File: src/rtl/fetch_unit_pkg.sv
// -----------------------------------------------------------------------------
// fetch_unit_pkg
//   Shared MIPS definitions for the fetch stage: fetch FSM state encodings,
//   the NOP encoding, the default reset vector, the redirect-select type and
//   a word-alignment helper.
//   Optional feature macro used by importers: FETCH_ALIGN_CHECK_EN.
// -----------------------------------------------------------------------------
package fetch_unit_pkg;

    // Fetch FSM state encodings. FETCH_HALT is only reachable when the
    // alignment check is compiled in.
    localparam logic [1:0] FETCH_BOOT = 2'd0;
    localparam logic [1:0] FETCH_RUN  = 2'd1;
    localparam logic [1:0] FETCH_HOLD = 2'd2;
    localparam logic [1:0] FETCH_HALT = 2'd3;

    // sll $0,$0,0
    localparam logic [31:0] NOP = 32'h0000_0000;

    // Default reset vector (first fetch address).
    localparam logic [31:0] RESET_VECTOR = 32'h0000_0000;

    // Which redirect (if any) decode is requesting this cycle.
    typedef enum logic [1:0] {
        TGT_NONE   = 2'd0,
        TGT_JR     = 2'd1,
        TGT_JUMP   = 2'd2,
        TGT_BRANCH = 2'd3
    } tgt_sel_t;

    // Clear the byte-offset bits of an address.
    function automatic logic [31:0] word_align(input logic [31:0] addr);
        return {addr[31:2], 2'b00};
    endfunction

endpackage

File: src/rtl/fetch_target_calc.sv
// -----------------------------------------------------------------------------
// fetch_target_calc
//   Purely combinational redirect-target computation for the fetch stage.
//   Priority: JR > J-type jump > taken branch. The raw target is returned
//   unaligned so the caller can decide whether to flag or clear bits [1:0].
//
//   Ports:
//     pc_id           in  32  PC of the instruction in decode
//     instr_id        in  26  index/immediate field of the instruction in decode
//     jr_pc           in  32  forwarded rs value for JR
//     jump_reg        in  1   JR requested
//     jump_target     in  1   J-type jump requested
//     jump_branch     in  1   conditional branch taken
//     redirect_target out 32  selected target (raw)
//     redirect_sel    out     which redirect was selected (TGT_NONE if none)
// -----------------------------------------------------------------------------
module fetch_target_calc
    import fetch_unit_pkg::*;
(
    input  logic [31:0] pc_id,
    input  logic [25:0] instr_id,
    input  logic [31:0] jr_pc,
    input  logic        jump_reg,
    input  logic        jump_target,
    input  logic        jump_branch,
    output logic [31:0] redirect_target,
    output tgt_sel_t    redirect_sel
);

    logic [31:0] pc_plus4;
    logic [31:0] br_offset;
    logic [31:0] jump_addr;
    logic [31:0] branch_addr;

    assign pc_plus4 = pc_id + 32'd4;

    // Branch offset: sign-extended immediate shifted left by two.
    assign br_offset[17:0] = {instr_id[15:0], 2'b00};
    generate
        for (genvar gi = 18; gi < 32; gi++) begin : g_br_sext
            assign br_offset[gi] = instr_id[15];
        end
    endgenerate

    // J-type target keeps the 256 MB region of the delay-slot PC.
    assign jump_addr   = {pc_plus4[31:28], instr_id[25:0], 2'b00};
    assign branch_addr = pc_plus4 + br_offset;

    always_comb begin
        redirect_target = pc_plus4;
        redirect_sel    = TGT_NONE;
        if (jump_reg) begin
            redirect_target = jr_pc;
            redirect_sel    = TGT_JR;
        end else if (jump_target) begin
            redirect_target = jump_addr;
            redirect_sel    = TGT_JUMP;
        end else if (jump_branch) begin
            redirect_target = branch_addr;
            redirect_sel    = TGT_BRANCH;
        end
    end

endmodule

File: src/rtl/fetch_unit.sv
// -----------------------------------------------------------------------------
// fetch_unit
//   Instruction fetch stage of the 5-stage MIPS pipeline. Owns the fetch PC,
//   drives a synchronous-read instruction memory (data one cycle after the
//   read strobe), presents pc_id/instr_id to decode and holds them across
//   decode stalls. Redirects from decode follow delay-slot semantics: the
//   fetch already in flight (pc_id+4) always completes, and the redirect
//   replaces the fetch after it.
//
//   Optional feature: define FETCH_ALIGN_CHECK_EN to trap misaligned redirect
//   targets (sticky fetch_fault, HALT state). Without it, target bits [1:0]
//   are cleared silently and fetch_fault is constant 0.
//
//   Ports:
//     clk          in  1   clock, rising edge
//     rst          in  1   synchronous active-high reset
//     stall        in  1   decode cannot accept a new instruction
//     jump_branch  in  1   conditional branch taken (decode)
//     jump_target  in  1   J-type jump (decode)
//     jump_reg     in  1   JR (decode)
//     jr_pc        in  32  forwarded rs for JR
//     imem_addr    out 32  fetch byte address (= pc_f register)
//     imem_rd_en   out 1   instruction memory read strobe
//     imem_data    in  32  registered instruction memory output
//     pc_id        out 32  PC of instruction in decode
//     instr_id     out 32  instruction in decode (NOP when not valid)
//     instr_valid  out 1   instr_id is a real instruction
//     fetch_fault  out 1   sticky misaligned-target flag
// -----------------------------------------------------------------------------
module fetch_unit
    import fetch_unit_pkg::*;
#(
    parameter logic [31:0] RESET_PC = RESET_VECTOR
) (
    input  logic        clk,
    input  logic        rst,
    input  logic        stall,
    input  logic        jump_branch,
    input  logic        jump_target,
    input  logic        jump_reg,
    input  logic [31:0] jr_pc,
    output logic [31:0] imem_addr,
    output logic        imem_rd_en,
    input  logic [31:0] imem_data,
    output logic [31:0] pc_id,
    output logic [31:0] instr_id,
    output logic        instr_valid,
    output logic        fetch_fault
);

    logic [1:0]  state_reg,       state_next;
    logic [31:0] pc_f_reg,        pc_f_next;
    logic [31:0] pc_id_reg,       pc_id_next;
    logic        instr_valid_reg, instr_valid_next;
    logic [31:0] hold_reg,        hold_next;

    logic [31:0] redirect_target;
    tgt_sel_t    redirect_sel;
    logic        redirect_taken;

    // ------------------------------------------------------------------
    // Outputs
    // ------------------------------------------------------------------
    assign imem_addr   = pc_f_reg;
    assign pc_id       = pc_id_reg;
    assign instr_valid = instr_valid_reg;

    // While stalled the memory keeps re-reading pc_f, so the instruction
    // owned by decode lives in hold_reg for the whole HOLD period.
    always_comb begin
        instr_id = NOP;
        if (instr_valid_reg) begin
            instr_id = (state_reg == FETCH_HOLD) ? hold_reg : imem_data;
        end
    end

`ifdef FETCH_ALIGN_CHECK_EN
    logic fault_reg, fault_next;
    logic target_misaligned;

    assign fetch_fault       = fault_reg;
    assign imem_rd_en        = !rst && (state_reg != FETCH_HALT);
    assign target_misaligned = redirect_taken && (redirect_target[1:0] != 2'b00);
`else
    assign fetch_fault = 1'b0;
    assign imem_rd_en  = !rst;
`endif

    // ------------------------------------------------------------------
    // Redirect target from the instruction currently in decode
    // ------------------------------------------------------------------
    fetch_target_calc u_target_calc (
        .pc_id           (pc_id_reg),
        .instr_id        (instr_id[25:0]),
        .jr_pc           (jr_pc),
        .jump_reg        (jump_reg),
        .jump_target     (jump_target),
        .jump_branch     (jump_branch),
        .redirect_target (redirect_target),
        .redirect_sel    (redirect_sel)
    );

    assign redirect_taken = (redirect_sel != TGT_NONE);

    // ------------------------------------------------------------------
    // Next-state logic
    // ------------------------------------------------------------------
    always_comb begin
        state_next       = state_reg;
        pc_f_next        = pc_f_reg;
        pc_id_next       = pc_id_reg;
        instr_valid_next = instr_valid_reg;
        hold_next        = hold_reg;
`ifdef FETCH_ALIGN_CHECK_EN
        fault_next       = fault_reg;
`endif

        case (state_reg)
            FETCH_BOOT: begin
                // Reset-vector fetch is in flight; stall and redirects are
                // meaningless here because decode holds no instruction.
                pc_f_next        = RESET_PC + 32'd4;
                pc_id_next       = RESET_PC;
                instr_valid_next = 1'b1;
                state_next       = FETCH_RUN;
            end

            FETCH_RUN, FETCH_HOLD: begin
                if (stall) begin
                    // Only the first stall cycle captures memory data; after
                    // that imem_data reflects the re-read of pc_f instead.
                    if (state_reg == FETCH_RUN) begin
                        hold_next  = imem_data;
                        state_next = FETCH_HOLD;
                    end
                end else begin
                    // Advance: the in-flight fetch (pc_f) moves to decode;
                    // a redirect replaces the fetch after the delay slot.
                    pc_id_next       = pc_f_reg;
                    instr_valid_next = 1'b1;
                    state_next       = FETCH_RUN;
                    if (redirect_taken) begin
                        pc_f_next = word_align(redirect_target);
                    end else begin
                        pc_f_next = pc_f_reg + 32'd4;
                    end
`ifdef FETCH_ALIGN_CHECK_EN
                    if (target_misaligned) begin
                        pc_id_next       = pc_id_reg;
                        instr_valid_next = 1'b0;
                        fault_next       = 1'b1;
                        state_next       = FETCH_HALT;
                    end
`endif
                end
            end

`ifdef FETCH_ALIGN_CHECK_EN
            FETCH_HALT: begin
                // Parked until reset.
                instr_valid_next = 1'b0;
            end
`endif

            default: begin
                state_next = FETCH_BOOT;
            end
        endcase
    end

    // ------------------------------------------------------------------
    // Registers
    // ------------------------------------------------------------------
    always_ff @(posedge clk) begin
        if (rst) begin
            state_reg       <= FETCH_BOOT;
            pc_f_reg        <= RESET_PC;
            pc_id_reg       <= 32'd0;
            instr_valid_reg <= 1'b0;
            hold_reg        <= 32'd0;
        end else begin
            state_reg       <= state_next;
            pc_f_reg        <= pc_f_next;
            pc_id_reg       <= pc_id_next;
            instr_valid_reg <= instr_valid_next;
            hold_reg        <= hold_next;
        end
    end

`ifdef FETCH_ALIGN_CHECK_EN
    always_ff @(posedge clk) begin
        if (rst) begin
            fault_reg <= 1'b0;
        end else begin
            fault_reg <= fault_next;
        end
    end
`endif

endmodule

File: config.mk
export PLATFORM = sky130hd
export DESIGN_NAME = fetch_unit
export DESIGN_NICKNAME = d
export VERILOG_FILES = /design/src/rtl/fetch_unit_pkg.sv /design/src/rtl/fetch_target_calc.sv /design/src/rtl/fetch_unit.sv
export SDC_FILE = /design/constraint.sdc
export NUM_CORES = 1
export LEC_CHECK = 0
export BUFFER_PORTS_ARGS = -buffer_cell sky130_fd_sc_hd__buf_2
export CAP_MARGIN = 25
export CORE_AREA = 8 8 151 139
export CTS_BUF_LIST = sky130_fd_sc_hd__clkbuf_8
export DETAILED_ROUTE_END_ITERATION = 6
export DIE_AREA = 0 0 159 147
export PLACE_DENSITY = 0.62
export RECOVER_POWER = 100
export SLEW_MARGIN = 20
export SYNTH_ARGS = -nofsm -noshare
export SYNTH_HDL_FRONTEND = slang
export SYNTH_SLANG_ARGS = --single-unit
File: constraint.sdc
create_clock -name clk -period 5.2 [get_ports clk]
set_input_delay 0.26 -clock clk [delete_from_list [all_inputs] [get_ports clk]]
set_output_delay 0.26 -clock clk [all_outputs]
set_load 0.005 [all_outputs]
==> results of run 1 <==
==> power groups by stage <==
| stage | clock (mW) | sequential, mW | combinational (mW) |
|---|---|---|---|
| 6_report | 0.523 | 0.833 | 0.666 |
| 5_1_grt | 0.562 | 0.840 | 0.728 |
| 4_1_cts | 0.538 | 0.843 | 0.674 |
| 3_5_place_dp | 0 | 0.860 | 0.671 |
| 3_3_place_gp | 0 | 0.859 | 0.667 |
| 2_1_floorplan | 0 | 0.833 | 0.418 |
==> metrics by stage <==
step           cell area, µm²  util, %  power (mW)  worst slack, ps
2_1_floorplan            7240        -        1.25             1170
3_3_place_gp             8280     44.5        1.53              779
3_5_place_dp             8280     44.5        1.53              623
4_1_cts                  8480     45.5        2.06              571
5_1_grt                  8350     44.8        2.13              120
6_report                 8350     44.8        2.02              443
==> cells by family (layout without fill, tap and decap cells) <==
family,count (synthesis),count (layout),synth area share (%)
simple gates,357,357,23.1
fa+ha+maj,37,37,6.50
other cells,1,3,0.0518
mux,35,35,4.86
xor+xnor,73,73,8.83
buf+inv,80,214,4.39
compound gates,281,281,25.7
flops,96,96,26.6
==> layout by cell type, fill, tap and decap left out, drive strengths merged, types with 37 or more instances in the layout <==
cell	Yosys	final
buf	14	101
o21ai	49	49
xnor2	37	37
nand2	130	130
clkbuf	49	90
dfxtp	96	96
a21oi	76	76
nor2	89	89
a22oi	44	44
==> worst max-delay path, cell delays in order, from the launching register on <==
cell and delay (ps):
sky130_fd_sc_hd__dfxtp_1 480, sky130_fd_sc_hd__and4_1 280, sky130_fd_sc_hd__and3_1 210, sky130_fd_sc_hd__nand3_1 210
sky130_fd_sc_hd__nor2_1 260, sky130_fd_sc_hd__nand2_1 240, sky130_fd_sc_hd__nor2_1 470, sky130_fd_sc_hd__nand2_1 130
sky130_fd_sc_hd__xnor2_1 150, sky130_fd_sc_hd__ha_1 400, sky130_fd_sc_hd__a21o_1 210, sky130_fd_sc_hd__a21o_1 190
sky130_fd_sc_hd__a21o_1 190, sky130_fd_sc_hd__nand2_1 70, sky130_fd_sc_hd__a21oi_1 100, sky130_fd_sc_hd__or4_1 530
sky130_fd_sc_hd__a31oi_1 260, sky130_fd_sc_hd__a21o_1 180, sky130_fd_sc_hd__a22o_1 120
==> metal layers <==
metal / track usage, % / share of wire (%) / wire length [µm] / vias up
met5: 0 / 0 / 0 / -
met4: 5.23 / 1.5 / 391 / 0
met3: 5.43 / 6.9 / 1820 / 26
met2: 33.5 / 45 / 12000 / 260
met1: 29.8 / 46 / 12300 / 3562
li1: - / - / - / 3728
==> path summary, 6_finish.rpt <==
kind	start	to	slack, ps	cells past startpoint
worst min register to register	hold_reg[27]$_SDFFE_PP0P_	hold_reg[27]$_SDFFE_PP0P_	460	2
worst min-delay path	jr_pc[22]	imem_addr[22]$_SDFFE_PP0P_	70	3
worst max register to register	pc_id[8]$_SDFFE_PP0P_	imem_addr[27]$_SDFFE_PP0P_	440	18
worst max-delay path	pc_id[8]$_SDFFE_PP0P_	imem_addr[27]$_SDFFE_PP0P_	440	18
==> final cells by class <==
cell class | count | area [µm²] | share of cell area [%]
clock buffer | 10 | 138 | 1.65
clock inverter | 6 | 60.1 | 0.720
inverter | 17 | 63.8 | 0.765
multi-input combinational | 786 | 5010 | 60.0
sequential | 96 | 1920 | 23.0
tap | 250 | 313 | 3.75
timing repair buffer | 181 | 841 | 10.1
==> metrics.sh, run 1 <==
OUTCOME='finished with violations'
CLK_PATH_BUF_DEPTH=2
DRV_SLEW=130
FLIP_FLOP_AND_LATCH_COUNT_AFTER_SYNTHESIS=96
SYNTHDOMINANTCELLAREASHARE_PCT=26.6
P_LEAK_nW=3.26
CLOCK-SKEW-FINAL_PS=12.7
WORSTHOLDPATHTYPE='in2reg'
DR.FIRST_ITER.DRC_COUNT=752
MAX_FFS_PER_REGISTER=32
SYNTH_FLOP_CELL='sky130_fd_sc_hd__dfxtp_1'
POST_CTS_HOLD_BUFFER_COUNT=0
MIN_PERIOD_OVER_PERIOD_PCT=91.5
WORSTPATHARRIVAL_PS=5110
SLEW_HEADROOM_PCT=-78.5
INITIAL_CORE_UTIL_PCT=38.9
DP.FINAL_HPWL_MM=19.6
WORSTPATHMAXFANOUT=8
CTS_SETUP_BUFFERS=0
NETLIST_AREA_PRE_PLACE_MM2=0.00724
CTS_RESIZED=0
TIMING.CRITICAL_PATH.FROM_TYPE='register'
SW_FRAC_OF_TOTAL_PCT=38.6
GR-USAGE-ALL-LAYERS_PCT=21.7
CLK_LATENCY_WORST_SKEW_PAIR_PS=400
ROUTEDWLPERCELL_UM=19.7
CTS_INSERTED_BUFFERS=9
GPL.FINAL_WEIGHTED_CONGESTION=0.917
DIE_AREA_MM2=0.0234
ROOT_BUFFER='sky130_fd_sc_hd__clkbuf_8'
H-TREE-DEPTH=3
AREA_OF_THE_PLACEABLE_CORE_MM2=0.0186
POST_LAYOUT_NONFILLER_INSTANCES=1346
DRTANTENNAVIOLNETS=0
LAYOUT-DRIVE-GT1-SHARE_PCT=11.8
GRT_FIRST_PASS_WIRELENGTH_MM=40.5
GRT_SETUP_UNREPAIRED='false'
FINAL_NETS=1198
PATH_CLK_SLEW_PS=100
DETAIL_ROUTE.FIRST_PASS.ITERATIONS=6
ANTENNA-DIODE-COUNT=0
ACHIEVABLE-FREQUENCY_MHz=210
WORST-SLEW-PIN-TRANSITION_PS=2680
FINALWORSTPATHREQUIREDPERIOD_PS=4760
SWITCHING_POWER_mW=0.780
VIAS_IN_THE_FIRST_GLOBAL_ROUTE=6907
SHARE_CLK_OF_TOTAL_POWER_PCT=25.9
SYNTH.YOSYS.WARNINGS=0
FLOORPLAN.IO_PINS=169
FAILING_CHECKS='max-capacitance violations, max-slew violations'
LARGEST_NET_DEGREE_AT_THE_START_OF_GLOBAL_ROUTING=51
CELLPOWERDENSITY_mW_PER_MM2=242
PORT_BUFFERS=163
YS_SEQ_AREA_SHARE_PCT=26.6
SYN2LAYOUT_AREA_GROWTH_PCT=15.3
IR_WORST_VDD_uV=118
ANTENNA_FOUND_INITIAL=0
VIASPERCELL=5.63
FINAL-SETUP-VIOL-COUNT=0
DIEWIDTH_UM=159
WORST-ENDPOINT-REQUIRED_PS=5550
YOSYSMOSTFREQUENTCELL='sky130_fd_sc_hd__nand2_1'
TOTALNEGATIVESETUPSLACK_PS=0
SYNTH_AREA_LEADER_CELL='sky130_fd_sc_hd__dfxtp_1'
SYNTH.AVG_CELL_AREA_UM2=7.54
SYNTH.AREA.TOP_CELLS='sky130_fd_sc_hd__dfxtp_1 27%, sky130_fd_sc_hd__nand2_1 6.7%, sky130_fd_sc_hd__ha_1 6.2%'
CLKSINKCOUNT=96
ASYNC_FLOP_SHARE_PCT=0
VIAS=7576
SYNTH.LIB_CELLS_USED.DISTINCT=59
SYNTHTOPCELLSBYCOUNT='130 x sky130_fd_sc_hd__nand2_1, 96 x sky130_fd_sc_hd__dfxtp_1, 89 x sky130_fd_sc_hd__nor2_1'
WORSTSETUPENDPOINTTYPE='register'
DIE_H_UM=147
WORSTSETUPPATHTYPE='reg2reg'
SYNTHESIS.INSTANCES=960
DETAIL_ROUTE.DRC_VIOLATIONS=0
FINALHOLDVIOLCOUNT=0
SEQ_POWER_SHARE_PCT=41.2
TRITONCTS='built'
NUMBER_OF_INSTANCES_IN_THE_PLACED_DESIGN=1329
POWER.COMBINATIONAL.FRACTION_PCT=32.9
NUMBER_OF_ENABLE_TYPE_REGISTER_CELLS_IN_THE_SYNTHESIZED_NETLIST=0
INTERNAL-POWER_mW=1.24
TOTALWIRELENGTH_MM=26.5
MAXCAPVIOLATIONS=3
LAYOUT.FILLER_CELLS=2070
FINAL.HOLD.WORST_SLACK_PS=74.1
GRT_REMAINING_OVERFLOW=0
ROWS=48
Power figures use the tool's default switching activity.
==> inputs of run 2 (changes only) <==
CORE_AREA = 2 2 155 142   (was 8 8 151 139)
DIE_AREA = 0 0 157 144   (was 0 0 159 147)
PLACE_DENSITY = 0.6   (was 0.62)
SYNTH_HIERARCHICAL = 1   (was unset)
==> run 2 against run 1 <==
Net effect:
- largest power group unchanged
- the run still ends with max-capacitance violations, max-slew violations left
- critical path type unchanged
- cell count grew 13%
- global-route usage grew 4.3 points
- total power grew 6.4%
- synthesized cell count grew 16%
==> metrics.sh, run 2 <==
GR-USAGE-ALL-LAYERS_PCT=26.0  # +4.3 points
H-TREE-DEPTH=3  # unchanged
RR_STARTPOINT='pc_id[4]$_SDFFE_PP0P_'
MAX_FFS_PER_REGISTER=32  # unchanged
GRT_REMAINING_OVERFLOW=0  # unchanged
TOTALNEGATIVESETUPSLACK_PS=0  # unchanged
AREA_OF_THE_PLACEABLE_CORE_MM2=0.0211  # +13%
OUTCOME='finished with violations'
SYN2LAYOUT_AREA_GROWTH_PCT=13.6
POST_CTS_HOLD_BUFFER_COUNT=0  # unchanged
DIE_H_UM=144  # -2.0%
IR_WORST_VDD_uV=175  # +48%
TIMING.HOLD.WORST.START='imem_data[13]'
FINAL-SETUP-VIOL-COUNT=0  # unchanged
PORT_BUFFERS=163  # unchanged
CTS_SETUP_BUFFERS=0  # unchanged
DR.FIRST_ITER.DRC_COUNT=880  # +17%
MIN_PERIOD_OVER_PERIOD_PCT=93.0  # +1.5 points
CP_SLOWEST_CELL='sky130_fd_sc_hd__dfxtp_1'
DRV_SLEW=178  # +37%
POST-PLACE-WS_PS=392  # -230 ps
FINAL.HOLD.WORST_SLACK_PS=101  # +27.4 ps
WORSTPATHMAXFANOUT=7  # -1
CLKSINKCOUNT=96  # unchanged
WORSTSETUPPATHTYPE='reg2reg'
ANTENNA_FOUND_INITIAL=1  # +1
FINALHOLDVIOLCOUNT=0  # unchanged
WORSTPATHCELLLIST='and4_4, nand4_2, nor3_2, nand2b_1, nor2_1, xor2_1, ha_1, nand4_1, nor2_1, a221o_1, a21oi_1, o21ai_0, a31oi_1, xnor2_1, nor3_1, nor3b_2, inv_1, a2111oi_0, and4_1, a211o_1'
ROOT_BUFFER='sky130_fd_sc_hd__clkbuf_8'
VIASPERCELL=5.86  # +4.1%
CRITICAL-PATH-TOP-CELL-BY-COUNT='sky130_fd_sc_hd__nor2_1'
ANTENNA-DIODE-COUNT=0  # unchanged
REG2REG_SETUP_SLACK_PS=370  # -80 ps
WORST_HOLD_PATH_DEPTH=3  # unchanged
DIE_AREA_MM2=0.0226  # -3.3%
GPL.FINAL_WEIGHTED_CONGESTION=0.920  # +0.35%
CRITPATHMAXSTAGEDELAY_PS=470  # -60 ps
SYNTH.YOSYS.WARNINGS=6  # +6
TIMING.CRITICAL_PATH.FROM_TYPE='register'
NETLIST_AREA_PRE_PLACE_MM2=0.00821  # +13%
CLK_PATH_BUF_DEPTH=2  # unchanged
LAYOUT_COMMONEST_CELL='sky130_fd_sc_hd__nand2_1'
WORSTSETUPENDPOINTTYPE='register'
LAYOUT.FILLER_CELLS=2235  # +8.0%
INITIAL_CORE_UTIL_PCT=38.9  # about the same
POST-ROUTE-CELL-AREA_MM2=0.00932  # +12%
LAYOUT-DRIVE-GT1-SHARE_PCT=12.6  # +0.78 points
CLK_LATENCY_WORST_SKEW_PAIR_PS=390  # about the same
MULTI_INPUT_COMB_AREA_MM2=0.00583  # +16%
ACHIEVABLE-FREQUENCY_MHz=207  # -1.6%
FINAL_CELL_MIX='153 x sky130_fd_sc_hd__nand2_1, 96 x sky130_fd_sc_hd__dfxtp_1, 95 x sky130_fd_sc_hd__nor2_1'
WORSTPATHARRIVAL_PS=5180  # +70 ps
CLOCK-SKEW-FINAL_PS=13.5  # +0.828 ps
VIAS_IN_THE_FIRST_GLOBAL_ROUTE=8179  # +18%
DETAIL_ROUTE.FIRST_PASS.ITERATIONS=5  # -1
PLACED_INST_AREA_MM2=0.00926  # +12%
SYNTHESIS.INSTANCES=1114  # +16%
FLOORPLAN.IO_PINS=169  # unchanged
FAILING_CHECKS='max-capacitance violations, max-slew violations'
TRITONCTS='built'
MAXCAPVIOLATIONS=4  # +1
P_LEAK_nW=3.61  # +11%
CELLPOWERDENSITY_mW_PER_MM2=231  # -4.7%
GRT_SETUP_UNREPAIRED='false'
SYNTH.AVG_CELL_AREA_UM2=7.37  # -2.3%
WORST-SLEW-PIN-TRANSITION_PS=2550  # -123 ps
DIEWIDTH_UM=157  # -1.3%
TOTALWIRELENGTH_MM=29.9  # +13%
LARGEST_NET_DEGREE_AT_THE_START_OF_GLOBAL_ROUTING=53  # +3.9%
GRT_FIRST_PASS_WIRELENGTH_MM=45.8  # +13%
DETAIL_ROUTE.DRC_VIOLATIONS=0  # unchanged
POSTLAYOUTSETUPSLACKWORST_PS=366  # -77.0 ps
VIAS=8945  # +18%
PATH_CLK_SLEW_PS=110  # about the same
TIMING.HOLD.WORST_ENDPOINT='hold_reg[13]$_SDFFE_PP0P_'
ROUTEDWLPERCELL_UM=19.6  # -0.46%
CTS_INSERTED_BUFFERS=9  # unchanged
SLEW_HEADROOM_PCT=-70.3  # +8.2 points
FINAL_NETS=1343  # +12%
RR_WORST_DEPTH=20  # +2
R2R-END='imem_addr[31]$_SDFFE_PP0P_'
ROWS=51  # +6.3%
FINALPOWER_mW=2.15  # +6.4%
DRTANTENNAVIOLNETS=0  # unchanged
WORSTHOLDPATHTYPE='in2reg'
DP.FINAL_HPWL_MM=22.3  # +14%
WORST-ENDPOINT-REQUIRED_PS=5550  # about the same
FINALWORSTPATHREQUIREDPERIOD_PS=4830  # +77.0 ps
SEQUENTIAL_CELL_AREA_IN_THE_FINAL_LAYOUT_MM2=0.00192  # unchanged
## run 2: routing by layer
layer	track usage [%]	share of wire, %	up-vias
met5	0	0.060	-
met4	9.03	2.8	2
met3	5.54	7.8	51
met2	41.7	45	347
met1	34.5	45	4224
li1	-	-	4321
## run 2: how the worst max path moves through the flow
stage,start,to,slack [ps],cells after the start
5_1_grt,pc_id[4]$_SDFFE_PP0P_,imem_addr[31]$_SDFFE_PP0P_,80,20
3_3_place_gp,pc_id[4]$_SDFFE_PP0P_,imem_addr[31]$_SDFFE_PP0P_,520,20
2_1_floorplan,state_reg[0]$_SDFFE_PP0P_,imem_addr[31]$_SDFFE_PP0P_,200,20
6_report,pc_id[4]$_SDFFE_PP0P_,imem_addr[31]$_SDFFE_PP0P_,370,20
4_1_cts,pc_id[4]$_SDFFE_PP0P_,imem_addr[31]$_SDFFE_PP0P_,350,20
3_5_place_dp,pc_id[4]$_SDFFE_PP0P_,imem_addr[31]$_SDFFE_PP0P_,390,20
## run 2: timing repair
| action | CTS | global route |
|---|---|---|
| resized for setup | 0 | 1 |
| hold endpoints to repair | 0 | 0 |
| endpoints found under the setup margin | 0 | 1 |
## run 2: cell type report
type / count / area share, %
flip-flops and latches: 96 / 20.6
multi-input cells: 913 / 62.5
clock buffers: 9 / 1.33
clock inverters: 7 / 1.03
inverters: 21 / 0.846
well taps: 291 / 3.91
repair buffers: 189 / 9.77
## run 2: critical path, delay by kind of cell (launching register included)
| kind | cells | cell delay [ps] |
|---|---|---|
| AND/OR/NAND/NOR | 10 | 2160 |
| XOR/XNOR | 2 | 540 |
| buffers and inverters | 1 | 70 |
| adder cells (fa/ha/maj) | 1 | 350 |
| flip-flops | 1 | 470 |
| AO/OA/AOI/OAI | 6 | 1180 |
## run 2: stage by stage
step,utilization (%),std cells
2_1_floorplan,-,1116
3_3_place_gp,43.8,1510
3_5_place_dp,43.8,1510
4_1_cts,44.9,1526
5_1_grt,44.1,1526
6_report,44.1,1526
## run 2: where the power goes
group / total [mW] / switching, mW / leakage, nW / internal, mW
clock: 0.578 / 0.305 / 0.113 / 0.273
combinational: 0.736 / 0.474 / 2.72 / 0.262
sequential: 0.837 / 0.0653 / 0.776 / 0.772
total: 2.15 / 0.844 / 3.61 / 1.31
==> inputs of run 3 (changes only) <==
RECOVER_POWER = unset   (was 100)
==> run 3 against run 2 <==
Net effect:
- the flow now finishes without violations
- sequential share of layout area decreased by 0.36 points
- sequential power about the same
- worst hold slack about the same
- combinational power increased by 2.7%
- routed wire length decreased by 0.50%
- core utilization increased by 0.78 points
- critical path depth unchanged
- die area unchanged
- first-iteration DRC count increased by 4.3%
- clock-buffer cell count unchanged
==> metrics.sh, run 3 (synthesis gave the netlist of run 2 again) <==
DIE_H_UM=144  # unchanged
VIAS=8955  # +0.11%
WORST-SLEW-PIN-TRANSITION_PS=1050  # -1500 ps
WORSTSETUPENDPOINTTYPE='register'
CTS_SETUP_BUFFERS=0  # unchanged
DETAIL_ROUTE.DRC_VIOLATIONS=0  # unchanged
DETAIL_ROUTE.FIRST_PASS.ITERATIONS=5  # unchanged
REG2REG_SETUP_SLACK_PS=410  # +40 ps
POST_CTS_HOLD_BUFFER_COUNT=0  # unchanged
INITIAL_CORE_UTIL_PCT=38.9  # unchanged
LARGEST_NET_DEGREE_AT_THE_START_OF_GLOBAL_ROUTING=53  # unchanged
TOTALWIRELENGTH_MM=29.7  # -0.50%
AREA_OF_THE_PLACEABLE_CORE_MM2=0.0211  # unchanged
DR.FIRST_ITER.DRC_COUNT=918  # +4.3%
SYN2LAYOUT_AREA_GROWTH_PCT=15.6
WORSTHOLDPATHTYPE='in2reg'
TOP_LAYER='met5'
ROUTEDLENGTHMET1_MM=13.2  # -0.68%
CLK_LATENCY_WORST_SKEW_PAIR_PS=390  # about the same
FINALHOLDVIOLCOUNT=0  # unchanged
CELLPOWERDENSITY_mW_PER_MM2=229  # -0.82%
MIN_PERIOD_OVER_PERIOD_PCT=92.1  # -0.86 points
WORST-ENDPOINT-REQUIRED_PS=5550  # about the same
PLACED_INST_AREA_MM2=0.00926  # unchanged
TIMING.CRITICAL_PATH.FROM_TYPE='register'
H-TREE-DEPTH=3  # unchanged
TOTALNEGATIVESETUPSLACK_PS=0  # unchanged
ROUTEDWLPERCELL_UM=19.5  # -0.50%
GRT_SETUP_UNREPAIRED='false'
WORSTSETUPPATHTYPE='reg2reg'
CTS_INSERTED_BUFFERS=9  # unchanged
IR_WORST_VDD_uV=177  # +0.94%
VIAS_IN_THE_FIRST_GLOBAL_ROUTE=8179  # unchanged
DRV_SLEW=0  # -100%
MAXCAPVIOLATIONS=0  # -4
TIMING.HOLD.WORST_ENDPOINT='hold_reg[13]$_SDFFE_PP0P_'
POST-ROUTE-CELL-AREA_MM2=0.00949  # +1.8%
DP.FINAL_HPWL_MM=22.3  # unchanged
WORSTPATHMAXFANOUT=7  # unchanged
TIMING.HOLD.WORST.START='imem_data[13]'
DRTANTENNAVIOLNETS=0  # unchanged
P_LEAK_nW=3.92  # +8.6%
ROUTE.MET2.WL_MM=13.3  # -0.28%
FINAL_CELL_MIX='162 x sky130_fd_sc_hd__buf_2, 153 x sky130_fd_sc_hd__nand2_1, 96 x sky130_fd_sc_hd__dfxtp_1'
PORT_BUFFERS=163  # unchanged
GRT_FIRST_PASS_WIRELENGTH_MM=45.8  # unchanged
WORST_HOLD_PATH_DEPTH=3  # unchanged
FINAL_NETS=1343  # unchanged
ACHIEVABLE-FREQUENCY_MHz=209  # +0.94%
DIE_AREA_MM2=0.0226  # unchanged
RR_STARTPOINT='pc_id[4]$_SDFFE_PP0P_'
MAX_FFS_PER_REGISTER=32  # unchanged
ANTENNA_FOUND_INITIAL=1  # unchanged
LAYOUT-DRIVE-GT1-SHARE_PCT=18.9  # +6.3 points
DIEWIDTH_UM=157  # unchanged
ROOT_BUFFER='sky130_fd_sc_hd__clkbuf_8'
TRITONCTS='built'
CLK_PATH_BUF_DEPTH=2  # unchanged
GR-USAGE-ALL-LAYERS_PCT=26.0  # unchanged
CTS_RESIZED=0  # unchanged
OUTCOME='finished, final reports clean'
FINALWORSTPATHREQUIREDPERIOD_PS=4790  # -44.9 ps
CLOCK-SKEW-FINAL_PS=14.9  # +1.43 ps
FLOORPLAN.IO_PINS=169  # unchanged
MET3_WIRELENGTH_MM=2.28  # -2.1%
FINAL-SETUP-VIOL-COUNT=0  # unchanged
WORSTPATHARRIVAL_PS=5140  # -40 ps
FINALPOWER_mW=2.17  # +0.94%
RR_WORST_DEPTH=20  # unchanged
LAYOUT_COMMONEST_CELL='sky130_fd_sc_hd__buf_2'
SLEW_HEADROOM_PCT=29.6  # +100 points
CLKSINKCOUNT=96  # unchanged
VIASPERCELL=5.87  # +0.11%
GRT_REMAINING_OVERFLOW=0  # unchanged
GPL.FINAL_WEIGHTED_CONGESTION=0.920  # unchanged
ROWS=51  # unchanged
R2R-END='imem_addr[31]$_SDFFE_PP0P_'
LAYOUT.CORE_UTILIZATION_PCT=44.9  # +0.78 points
ANTENNA-DIODE-COUNT=0  # unchanged
PATH_CLK_SLEW_PS=110  # about the same
-- run 3: cell types whose count changed in the layout (fill, tap and decap cells not counted), sizes merged --
cell / change
buf: +78
clkbuf: -78
-- run 3: per-layer routing --
layer | global-route usage [%] | vias to the layer above
li1 | - | 4324
met1 | 34.5 | 4222
met2 | 41.7 | 352
met3 | 5.54 | 55
met4 | 9.03 | 2
met5 | 0 | -
-- run 3: worst max path at each step --
stage	startpoint	to	slack (ps)
global route	pc_id[4]$_SDFFE_PP0P_	imem_addr[31]$_SDFFE_PP0P_	120
floorplan	state_reg[0]$_SDFFE_PP0P_	imem_addr[31]$_SDFFE_PP0P_	200
finish	pc_id[4]$_SDFFE_PP0P_	imem_addr[31]$_SDFFE_PP0P_	410
CTS	pc_id[4]$_SDFFE_PP0P_	imem_addr[31]$_SDFFE_PP0P_	350
global placement	pc_id[4]$_SDFFE_PP0P_	imem_addr[31]$_SDFFE_PP0P_	520
detailed placement	pc_id[4]$_SDFFE_PP0P_	imem_addr[31]$_SDFFE_PP0P_	390
-- run 3: where the power goes --
part | total, mW | switching (mW) | internal (mW)
logic | 0.756 | 0.477 | 0.279
clock network | 0.579 | 0.306 | 0.273
registers | 0.837 | 0.0648 | 0.772
total | 2.17 | 0.847 | 1.32
-- run 3: metrics by stage --
| step | std cells | worst slack, ps | hold slack (ps) |
|---|---|---|---|
| final | 1526 | 411 | 102 |
| after detailed placement | 1510 | 392 | 447 |
| after global routing | 1526 | 119 | 93.3 |
| after floorplan | 1116 | 202 | 396 |
| after CTS | 1526 | 355 | 83.2 |
| after global placement | 1510 | 519 | 442 |
-- run 3: layout make-up --
cell class / instances / area [µm²]
fill: 2196 / 11600
multi-input combinational: 913 / 5880
sequential: 96 / 1920
timing repair buffer: 189 / 1030
tap: 291 / 364
clock buffer: 9 / 124
clock inverter: 7 / 96.3
inverter: 21 / 78.8
-- run 3: worst max-delay path: stages, from the launching register on --
cell	delay (ps)
sky130_fd_sc_hd__dfxtp_1	460
sky130_fd_sc_hd__and4_4	290
sky130_fd_sc_hd__nand4_2	180
sky130_fd_sc_hd__nor3_2	410
sky130_fd_sc_hd__nand2b_1	200
sky130_fd_sc_hd__nor2_1	160
sky130_fd_sc_hd__xor2_1	340
sky130_fd_sc_hd__ha_1	350
sky130_fd_sc_hd__nand4_1	190
sky130_fd_sc_hd__nor2_1	60
sky130_fd_sc_hd__a221o_1	300
sky130_fd_sc_hd__a21oi_1	160
sky130_fd_sc_hd__o21ai_1	90
sky130_fd_sc_hd__a31oi_1	190
sky130_fd_sc_hd__xnor2_1	210
sky130_fd_sc_hd__nor3_1	100
sky130_fd_sc_hd__nor3b_2	310
sky130_fd_sc_hd__inv_1	70
sky130_fd_sc_hd__a2111oi_0	340
sky130_fd_sc_hd__and4_1	240
sky130_fd_sc_hd__a211o_1	90
